===== config.mk =====
export PLATFORM = sky130hd
export DESIGN_NAME = menu_select
export DESIGN_NICKNAME = d
export VERILOG_FILES = /design/src/rtl/menu_select.sv
export SDC_FILE = /design/constraint.sdc
export NUM_CORES = 1
export LEC_CHECK = 0
export ABC_AREA = 1
export BUFFER_PORTS_ARGS = -buffer_cell sky130_fd_sc_hd__buf_2
export CORE_MARGIN = 1.5
export CORE_UTILIZATION = 51
export CTS_BUF_LIST = sky130_fd_sc_hd__clkbuf_16
export DETAILED_ROUTE_END_ITERATION = 8
export PLACE_DENSITY = 0.72
export SYNTH_ARGS = -nofsm -noshare
export SYNTH_HDL_FRONTEND = slang
export SYNTH_SLANG_ARGS = --single-unit

===== constraint.sdc =====
create_clock -name clk -period 1.6 [get_ports clk]
set_clock_uncertainty 0.15 [all_clocks]
set_input_delay 0.08 -clock clk [delete_from_list [all_inputs] [get_ports clk]]
set_output_delay 0.08 -clock clk [all_outputs]
set_load 0.02 [all_outputs]

===== src/rtl/menu_select.sv =====
// Menu cursor controller: synchronises raw buttons, moves a cursor with
// press-and-hold auto-repeat, and latches the confirmed item on select.
module menu_select #(
   parameter int N_ITEMS   = 2,
   parameter int WRAP      = 0,
   parameter int RPT_DELAY = 30,
   parameter int RPT_RATE  = 8,
   parameter int IW        = $clog2(N_ITEMS)
) (
   input  logic          clk,
   input  logic          reset,
   input  logic          btn_up,
   input  logic          btn_down,
   input  logic          btn_sel,
   input  logic          tick,
   input  logic [2:0]    state,
   input  logic [2:0]    menu,
   output logic [IW-1:0] item,
   output logic          moved,
   output logic          sel_valid,
   output logic [IW-1:0] sel_item
);

   localparam logic [IW-1:0] LAST  = IW'(N_ITEMS - 1);
   localparam logic [7:0]    DELAY = 8'(RPT_DELAY);
   localparam logic [7:0]    RATE  = 8'(RPT_RATE);

   typedef enum logic [1:0] {
      IDLE = 2'd0,
      HOLD = 2'd1,
      RPT  = 2'd2
   } fsm_t;

   // Button bit order: 0 = up, 1 = down, 2 = select.
   logic [2:0] raw;
   logic [2:0] level;
   logic [2:0] rise;
   logic [1:0] settle_reg;

   assign raw = {btn_sel, btn_down, btn_up};

   // Marks when the synchronisers hold real samples (two clocks after reset),
   // so a button held through reset is not mistaken for released.
   always_ff @(posedge clk or posedge reset) begin
      if (reset) settle_reg <= 2'b00;
      else       settle_reg <= {settle_reg[0], 1'b1};
   end

   genvar gi;
   generate
      for (gi = 0; gi < 3; gi++) begin : g_btn
         logic meta_reg;
         logic sync_reg;
         logic prev_reg;
         logic lock_reg;

         // Two-flop synchroniser, edge-detect history, and a post-reset lock
         // that holds off any action until the button is seen released.
         always_ff @(posedge clk or posedge reset) begin
            if (reset) begin
               meta_reg <= 1'b0;
               sync_reg <= 1'b0;
               prev_reg <= 1'b0;
               lock_reg <= 1'b1;
            end else begin
               meta_reg <= raw[gi];
               sync_reg <= meta_reg;
               prev_reg <= sync_reg;
               lock_reg <= lock_reg & ~(settle_reg[1] & ~sync_reg);
            end
         end

         assign level[gi] = sync_reg;
         assign rise[gi]  = sync_reg & ~prev_reg & ~lock_reg;
      end
   endgenerate

   logic          en;
   logic          up_only;
   logic          dn_only;
   logic          held;
   logic [7:0]    cnt_inc;

   fsm_t          fsm_reg, fsm_next;
   logic          dir_reg, dir_next;      // 1 = down, 0 = up
   logic [7:0]    cnt_reg, cnt_next;
   logic          step_req;
   logic          step_dir;

   logic [IW-1:0] item_reg, item_next, item_stepped;
   logic [IW-1:0] sel_item_reg, sel_item_next;
   logic          moved_reg, moved_next;
   logic          sel_valid_reg, sel_valid_next;
   logic          sel_fire;

   assign en       = (state == menu);
   assign up_only  = level[0] & ~level[1];
   assign dn_only  = level[1] & ~level[0];
   assign held     = dir_reg ? dn_only : up_only;
   assign cnt_inc  = cnt_reg + 8'd1;
   assign sel_fire = en & rise[2];

   // Repeat FSM state, held direction and tick counter.
   always_ff @(posedge clk or posedge reset) begin
      if (reset) begin
         fsm_reg <= IDLE;
         dir_reg <= 1'b0;
         cnt_reg <= 8'd0;
      end else begin
         fsm_reg <= fsm_next;
         dir_reg <= dir_next;
         cnt_reg <= cnt_next;
      end
   end

   // Next-state logic: first step on a fresh edge, delayed first repeat, then periodic repeats.
   always_comb begin
      fsm_next = fsm_reg;
      dir_next = dir_reg;
      cnt_next = cnt_reg;
      step_req = 1'b0;
      step_dir = dir_reg;
      if (!en) begin
         fsm_next = IDLE;
         cnt_next = 8'd0;
      end else begin
         case (fsm_reg)
            IDLE: begin
               if (up_only && rise[0]) begin
                  step_req = 1'b1;
                  step_dir = 1'b0;
                  dir_next = 1'b0;
                  cnt_next = 8'd0;
                  fsm_next = HOLD;
               end else if (dn_only && rise[1]) begin
                  step_req = 1'b1;
                  step_dir = 1'b1;
                  dir_next = 1'b1;
                  cnt_next = 8'd0;
                  fsm_next = HOLD;
               end
            end
            HOLD: begin
               if (!held) begin
                  fsm_next = IDLE;
                  cnt_next = 8'd0;
               end else if (tick) begin
                  if (cnt_inc == DELAY) begin
                     step_req = 1'b1;
                     cnt_next = 8'd0;
                     fsm_next = RPT;
                  end else begin
                     cnt_next = cnt_inc;
                  end
               end
            end
            RPT: begin
               if (!held) begin
                  fsm_next = IDLE;
                  cnt_next = 8'd0;
               end else if (tick) begin
                  if (cnt_inc == RATE) begin
                     step_req = 1'b1;
                     cnt_next = 8'd0;
                  end else begin
                     cnt_next = cnt_inc;
                  end
               end
            end
            default: begin
               fsm_next = IDLE;
               cnt_next = 8'd0;
            end
         endcase
      end
   end

   // Candidate cursor value after one step, honouring wrap or saturation at the ends.
   always_comb begin
      item_stepped = item_reg;
      if (step_dir) begin
         if (item_reg == LAST) item_stepped = (WRAP != 0) ? '0 : item_reg;
         else                  item_stepped = item_reg + 1'b1;
      end else begin
         if (item_reg == '0)   item_stepped = (WRAP != 0) ? LAST : item_reg;
         else                  item_stepped = item_reg - 1'b1;
      end
   end

   // Cursor/select update: a select in the same clock swallows any step.
   always_comb begin
      item_next      = item_reg;
      sel_item_next  = sel_item_reg;
      moved_next     = 1'b0;
      sel_valid_next = 1'b0;
      if (sel_fire) begin
         sel_valid_next = 1'b1;
         sel_item_next  = item_reg;
      end else if (step_req) begin
         item_next  = item_stepped;
         moved_next = (item_stepped != item_reg);
      end
   end

   // Output registers; item and sel_item persist while the menu is inactive.
   always_ff @(posedge clk or posedge reset) begin
      if (reset) begin
         item_reg      <= '0;
         sel_item_reg  <= '0;
         moved_reg     <= 1'b0;
         sel_valid_reg <= 1'b0;
      end else begin
         item_reg      <= item_next;
         sel_item_reg  <= sel_item_next;
         moved_reg     <= moved_next;
         sel_valid_reg <= sel_valid_next;
      end
   end

   assign item      = item_reg;
   assign sel_item  = sel_item_reg;
   assign moved     = moved_reg;
   assign sel_valid = sel_valid_reg;

endmodule


# Word level (Yosys, flattened, before mapping)
# Index checks and enable logic that the tools add are counted.
[word_totals]
regBits = 29
input_bits = 12
out_inout_bits = 4
word_cells = 107
[classes]
add_sub_neg = 3
n_eq_ne = 11
muxes = 39
bitwise = 28
n_reduce_logical = 6
[ops]
columns = ["op", "count"]
rows = [
  ["2-to-1 mux 8 bit", 9],
  ["case mux 8 bit (3 select lines)", 1],
  ["2-to-1 mux 1 bit", 20],
  ["!= test 4 bit, second input constant", 4],
  ["AND 1 bit", 15],
  ["2-to-1 mux 2 bit", 7],
  ["NOT 1 bit", 13],
  ["adder 8 x 1 -> 8 bit, second input constant", 1],
  ["equality test 8 x 4 -> 1 bit, second input constant", 1],
  ["equality test 8 x 5 -> 1 bit, second input constant", 1],
  ["case mux 2 bit (3 select lines)", 1],
  ["AND reduction 4 bit", 1],
  ["equality test 3 bit", 1],
  ["!= test 3 bit, second input constant", 1],
  ["case mux 1 bit (3 select lines)", 1],
  ["AND reduction 3 bit", 1],
  ["equality test 2 x 1 -> 1 bit, second input constant", 1],
  ["equality test 2 bit, second input constant", 1],
  ["logical AND 1 bit", 2],
  ["logical NOT 2 bit", 1],
  ["AND reduction 2 bit", 1],
  ["adder 1 bit, second input constant", 1],
  ["!= test 1 bit", 1],
  ["subtractor 1 bit, second input constant", 1],
]

# Longest topological paths before layout
[depth]
word_depth = 12
mapped_depth = 15
ltp_nobuf = 15

# Worst setup path before layout
# No wires, ideal clock.
[synth_timing]
path_kind = "reg2reg"
from = "reg cnt_reg[0]"
to = "reg item_reg, in the netlist item"
setup_time_ns = 0.117
arrival_ns = 1.502
t_required_ns = 1.333
path_slack_ns = -0.170
stages_incl_launch_ff = 16
n_path_buf = 0
period_less_slack_ns = 1.770
path_cell_list = "dfrtp_1 -> ha_1 -> nand2_2 -> inv_1 -> nand2_1 -> nand2_1 -> inv_2 -> nand2_2 -> nor2_2 -> nand2_1 -> nand2_1 -> nand3_1 -> nand2_1 -> nand2_1 -> nand2_1 -> nand2_1"
[synth_via]
elab_chain_len = 8
elab_cells_between_ends = 12
cone_classes = "add/sub: 1; eq/ne: 2; mux: 8; reduce/logical: 1"
[synth_lines]
columns = ["element", "line_no", "rtl"]
rows = [
  ["start: declaration", "86", "logic [7:0] cnt_reg, cnt_next;"],
  ["start signal: assignment", "112", "cnt_reg <= cnt_next;"],
  ["adder 8 x 1 -> 8 bit (*)", "100", "assign cnt_inc = cnt_reg + 8'd1;"],
  ["equality test 8 x 4 -> 1 bit / equality test 8 x 5 -> 1 bit (equally long branches)", "162, 148", ""],
  ["2-to-1 mux 1 bit (on tied branches)", "162, 148", ""],
  ["2-to-1 mux 1 bit (on tied branches)", "161, 147", ""],
  ["2-to-1 mux 1 bit (on tied branches)", "158, 144", ""],
  ["case mux 1 bit (3 select lines) (*)", "127", "case (fsm_reg)"],
  ["2-to-1 mux 1 bit (*)", "123", "if (!en) begin"],
  ["AND reduction 2 bit (no source line) (*)", "n/a", ""],
  ["end signal: assignment", "213", "item_reg <= item_next;"],
  ["end: declaration", "90", "logic [IW-1:0] item_reg, item_next, item_stepped;"],
]
# Every way passes the cells marked *; elsewhere a longest branch is shown, timed or not.
# A chain may end at the register's enable or synchronous reset.

# Final worst setup path
[layout_timing]
from = "reg cnt_reg[1]"
to = "reg cnt_reg[7]"
[layout_via]
elab_chain_len = 7
elab_cells_between_ends = 11
cone_classes = "add/sub: 1; eq/ne: 2; mux: 8"
[layout_lines]
columns = ["element", "line_no"]
rows = [
  ["adder 8 x 1 -> 8 bit (*)", "100"],
  ["equality test 8 x 4 -> 1 bit / equality test 8 x 5 -> 1 bit (equally long branches)", "162, 148"],
  ["2-to-1 mux 8 bit (on tied branches)", "162, 148"],
  ["2-to-1 mux 8 bit (on tied branches)", "161, 147"],
  ["2-to-1 mux 8 bit (on tied branches)", "158, 144"],
  ["case mux 8 bit (3 select lines) (*)", "127"],
  ["2-to-1 mux 8 bit (*)", "123"],
]
# Every way passes the cells marked *; elsewhere a longest branch is shown, timed or not. The select of a mux whose other input is x is not followed.

==> results.toml <==
[global_routing]
grt_pass1_wl_mm = 5.306
grt_pass1_vias = 1304
grt.met1_usage_pct = 24.51
busiest_layer = "met2"
antenna_found_initial = 0
grt_use_met3_pct = 6.576
grt_usage_pct = 21.41
grt_max_degree = 30
met2_usage_pct = 37.44
overflow = 0

[logic_synthesis]
ys_ff_latch = 29
synth_compound_area_share_pct = 7.059
muxShareOfSynthArea_pct = 0.6723
syn_nets = 195
yosysWarnings = 0
yosysUniqueCellTypes = 26
synth-xor-area-share_pct = 2.353
synthCells = 176
synth_adder_area_share_pct = 5.882
synth_area_um2 = 1489
ys_seq_area_share_pct = 48.99
synth_top_family_by_area = "simple AND/OR/NAND/NOR gates"
synthSimpleGateAreaFrac_pct = 27.73
avgSynthCellArea_um2 = 8.460

[timing]
setup_tns_ns = -2.482
rsz0062_at_grt = "true"
hold_viol_final = 0
period_needed_ns = 1.874
setup_ws_ns = -0.2736
max_freq_mhz = 533.7
finalCritPeriodShare_pct = 117.1
hold_slack_ns = 0.1429
setup_violations = 12
slew_violations = 0

[pwr]
p_int_w = 0.001471
p_sw_w = 0.0005359
clkPwrFrac_pct = 43.2
vdd.ir_drop.worst_v = 0.001106
switching_share_pct = 26.70
p_leak_nw = 1.057
pwr_density_cell_nw_per_um2 = 947.5
pwr-share-seq_pct = 40.9
comb_power_share_pct = 15.9

[final_layout]
nets = 245
largest_reg_flops = 8
fin_area_um2 = 2118
layout.cells.most_common = "nand2_1"
fillCellCount = 185
n_antenna_cell = 0
layout_common_cells = "30 x nand2_1, 25 x dfrtp_1, 22 x buf_4"
finish.utilization_pct = 76.81
drive_gt1_share_pct = 43.61
area_delta_synth_final_pct = 42.27

[worst_setup_path]
cp_data_arrival_time_ns = 1.87
crit_path_end_kind = "flop"
cpMaxStageDelayCell = "dfrtp_1"
critical_path_class = "flop to flop"
critPathRequiredTime_ns = 1.60
crit_buf_inv = 2
crit_chain = "ha_4, nand2_4, inv_2, nand2_2, nand2_2, inv_2, nand2_2, nor2_4, nand2_2, nand2_1, nand2_2, nand3_1, o21ai_1"
cp_top_family = "simple AND/OR/NAND/NOR gates"
start_kind = "flop"
startpoint = "cnt_reg[1]"
critPathMaxFanout = 4
crit_path_max_incr_delay_ns = 0.42
crit_top_cell = "nand2_2"
r2r-start = "cnt_reg[1]"

[die]
die_w_um = 57.03
ios = 16
die_area_um2 = 3252
initial_core_util_pct = 53.99
rows = 19
die_y_um = 57.03
coreArea_um2 = 2758

[drt]
drc_errors = 0
routed_wl_mm = 3.438
drt_iter0_markers = 50
viasPerCell = 5.147
vias = 1328
dr.pass1.iters = 4
detail-route-antenna-nets = 0
post_drt_wl_per_cell_um = 13.33

[run_status]
violations = "setup timing"
status = "finished, violations left"

[placed_design]
place_congestion = 0.8641
dpl_cell_area_um2 = 1710
dp_hpwl_mm = 2.049
dp_slack_ns = -0.1996
port-buffer-count = 15

[hold_path]
hp-class = "primary input to flop"
min-delay-start = "tick"

[job]
maxCapViolCount = 0

[clock_network]
htree_levels = 2
cts_tree = "yes"
clock_sinks = 29
cts_made_buffers = 5
clk-insertion-delay-late_ns = 0.27
root_buffer = "clkbuf_16"
max-clock-path-buffers = 2
clk_pin_slew_ns = 0.05
[final cells by class]
class | count | area [um2] | area share [%]
Clock buffer | 5 | 125.1 | 5.907
Clock inverter | 3 | 15.01 | 0.7088
Timing Repair Buffer | 43 | 302.8 | 14.29
Multi-Input combinational cell | 119 | 798.3 | 37.68
Tap cell | 31 | 38.79 | 1.831
Inverter | 28 | 107.6 | 5.080
Sequential cell | 29 | 730.7 | 34.50
[power groups by stage]
stage / combinational [W] / sequential (W) / clock, W
finish: 0.000318 / 0.000821 / 0.000867
global route: 0.000353 / 0.000827 / 0.000918
CTS: 0.000279 / 0.000817 / 0.000876
detailed placement: 0.000249 / 0.000827 / 0
global placement: 0.000242 / 0.000825 / 0
floorplan: 0.000133 / 0.000853 / 0
[per-stage QoR]
| step | power [W] | std cells |
|---|---|---|
| floorplan | 0.0009859 | 176 |
| detailed placement | 0.001076 | 235 |
| CTS | 0.001973 | 253 |
| global route | 0.002098 | 258 |
| finish | 0.002007 | 258 |
| global placement | 0.001066 | 235 |
[worst min-delay path, cell delays in order]
cell     delay, ns
buf_2         0.10
nand2_1       0.07
nor2_1        0.06
nand3_2       0.07
nand2_2       0.05
nand2_2       0.06
nor2_1        0.04
[worst paths after layout]
| check | slack, ns | end | cells after the start |
|---|---|---|---|
| setup / recovery | -0.27 | cnt_reg[7] | 13 |
| hold / removal | 0.14 | moved | 7 |
| setup reg to reg | -0.27 | cnt_reg[7] | 13 |
| hold reg to reg | 0.20 | g_btn[0].sync_reg | 0 |
| max in group asynchronous | 0.73 | g_btn[2].lock_reg | 4 |
| min in group asynchronous | 0.26 | g_btn[1].prev_reg | 4 |
[cell families after synthesis]
kind of cell | count (synthesis)
AO/OA/AOI/OAI | 17
XOR/XNOR | 4
adder cells (fa/ha/maj) | 7
buffers and inverters | 28
flip-flops | 29
multiplexers | 1
other | 1
AND/OR/NAND/NOR | 89
[Yosys cell counts]
library cell / number / area, um2
xnor2_1: 1 / 8.760
o22ai_1: 1 / 6.260
xor2_1: 3 / 26.28
nand2_2: 6 / 37.54
nor3_1: 3 / 15.01
ha_1: 7 / 87.58
nand4_1: 2 / 12.51
dfstp_2: 3 / 78.83
nor2_1: 11 / 41.29
nor2_2: 3 / 18.77
o211ai_1: 1 / 7.510
conb_1: 1 / 3.750
nand3_2: 2 / 20.02
a21boi_0: 4 / 30.03
o21ai_1: 3 / 15.01
inv_1: 26 / 97.59
o21bai_2: 1 / 11.26
nand3_1: 12 / 60.06
nor2_4: 2 / 22.52
dfrtp_1: 26 / 650.6
nand2_1: 46 / 172.7
o21ai_0: 7 / 35.03
nor4_1: 1 / 6.260
or2_1: 1 / 6.260
inv_2: 2 / 7.510
mux2i_1: 1 / 10.01
[routing by layer]
layer	vias up	routed length [um]
met4	0	75
met1	633	1368
met3	9	150
met5	-	0
li1	651	-
met2	35	1844
[timing repair]
item                                    4_1_cts  5_1_grt
endpoints found under the setup margin       12       12
hold buffers                                  4        0
setup buffers                                 6        6
hold endpoints to repair                     29        0
resized for setup                            15       31
pin swaps                                    11       24
(Power assumes the default switching activity.)
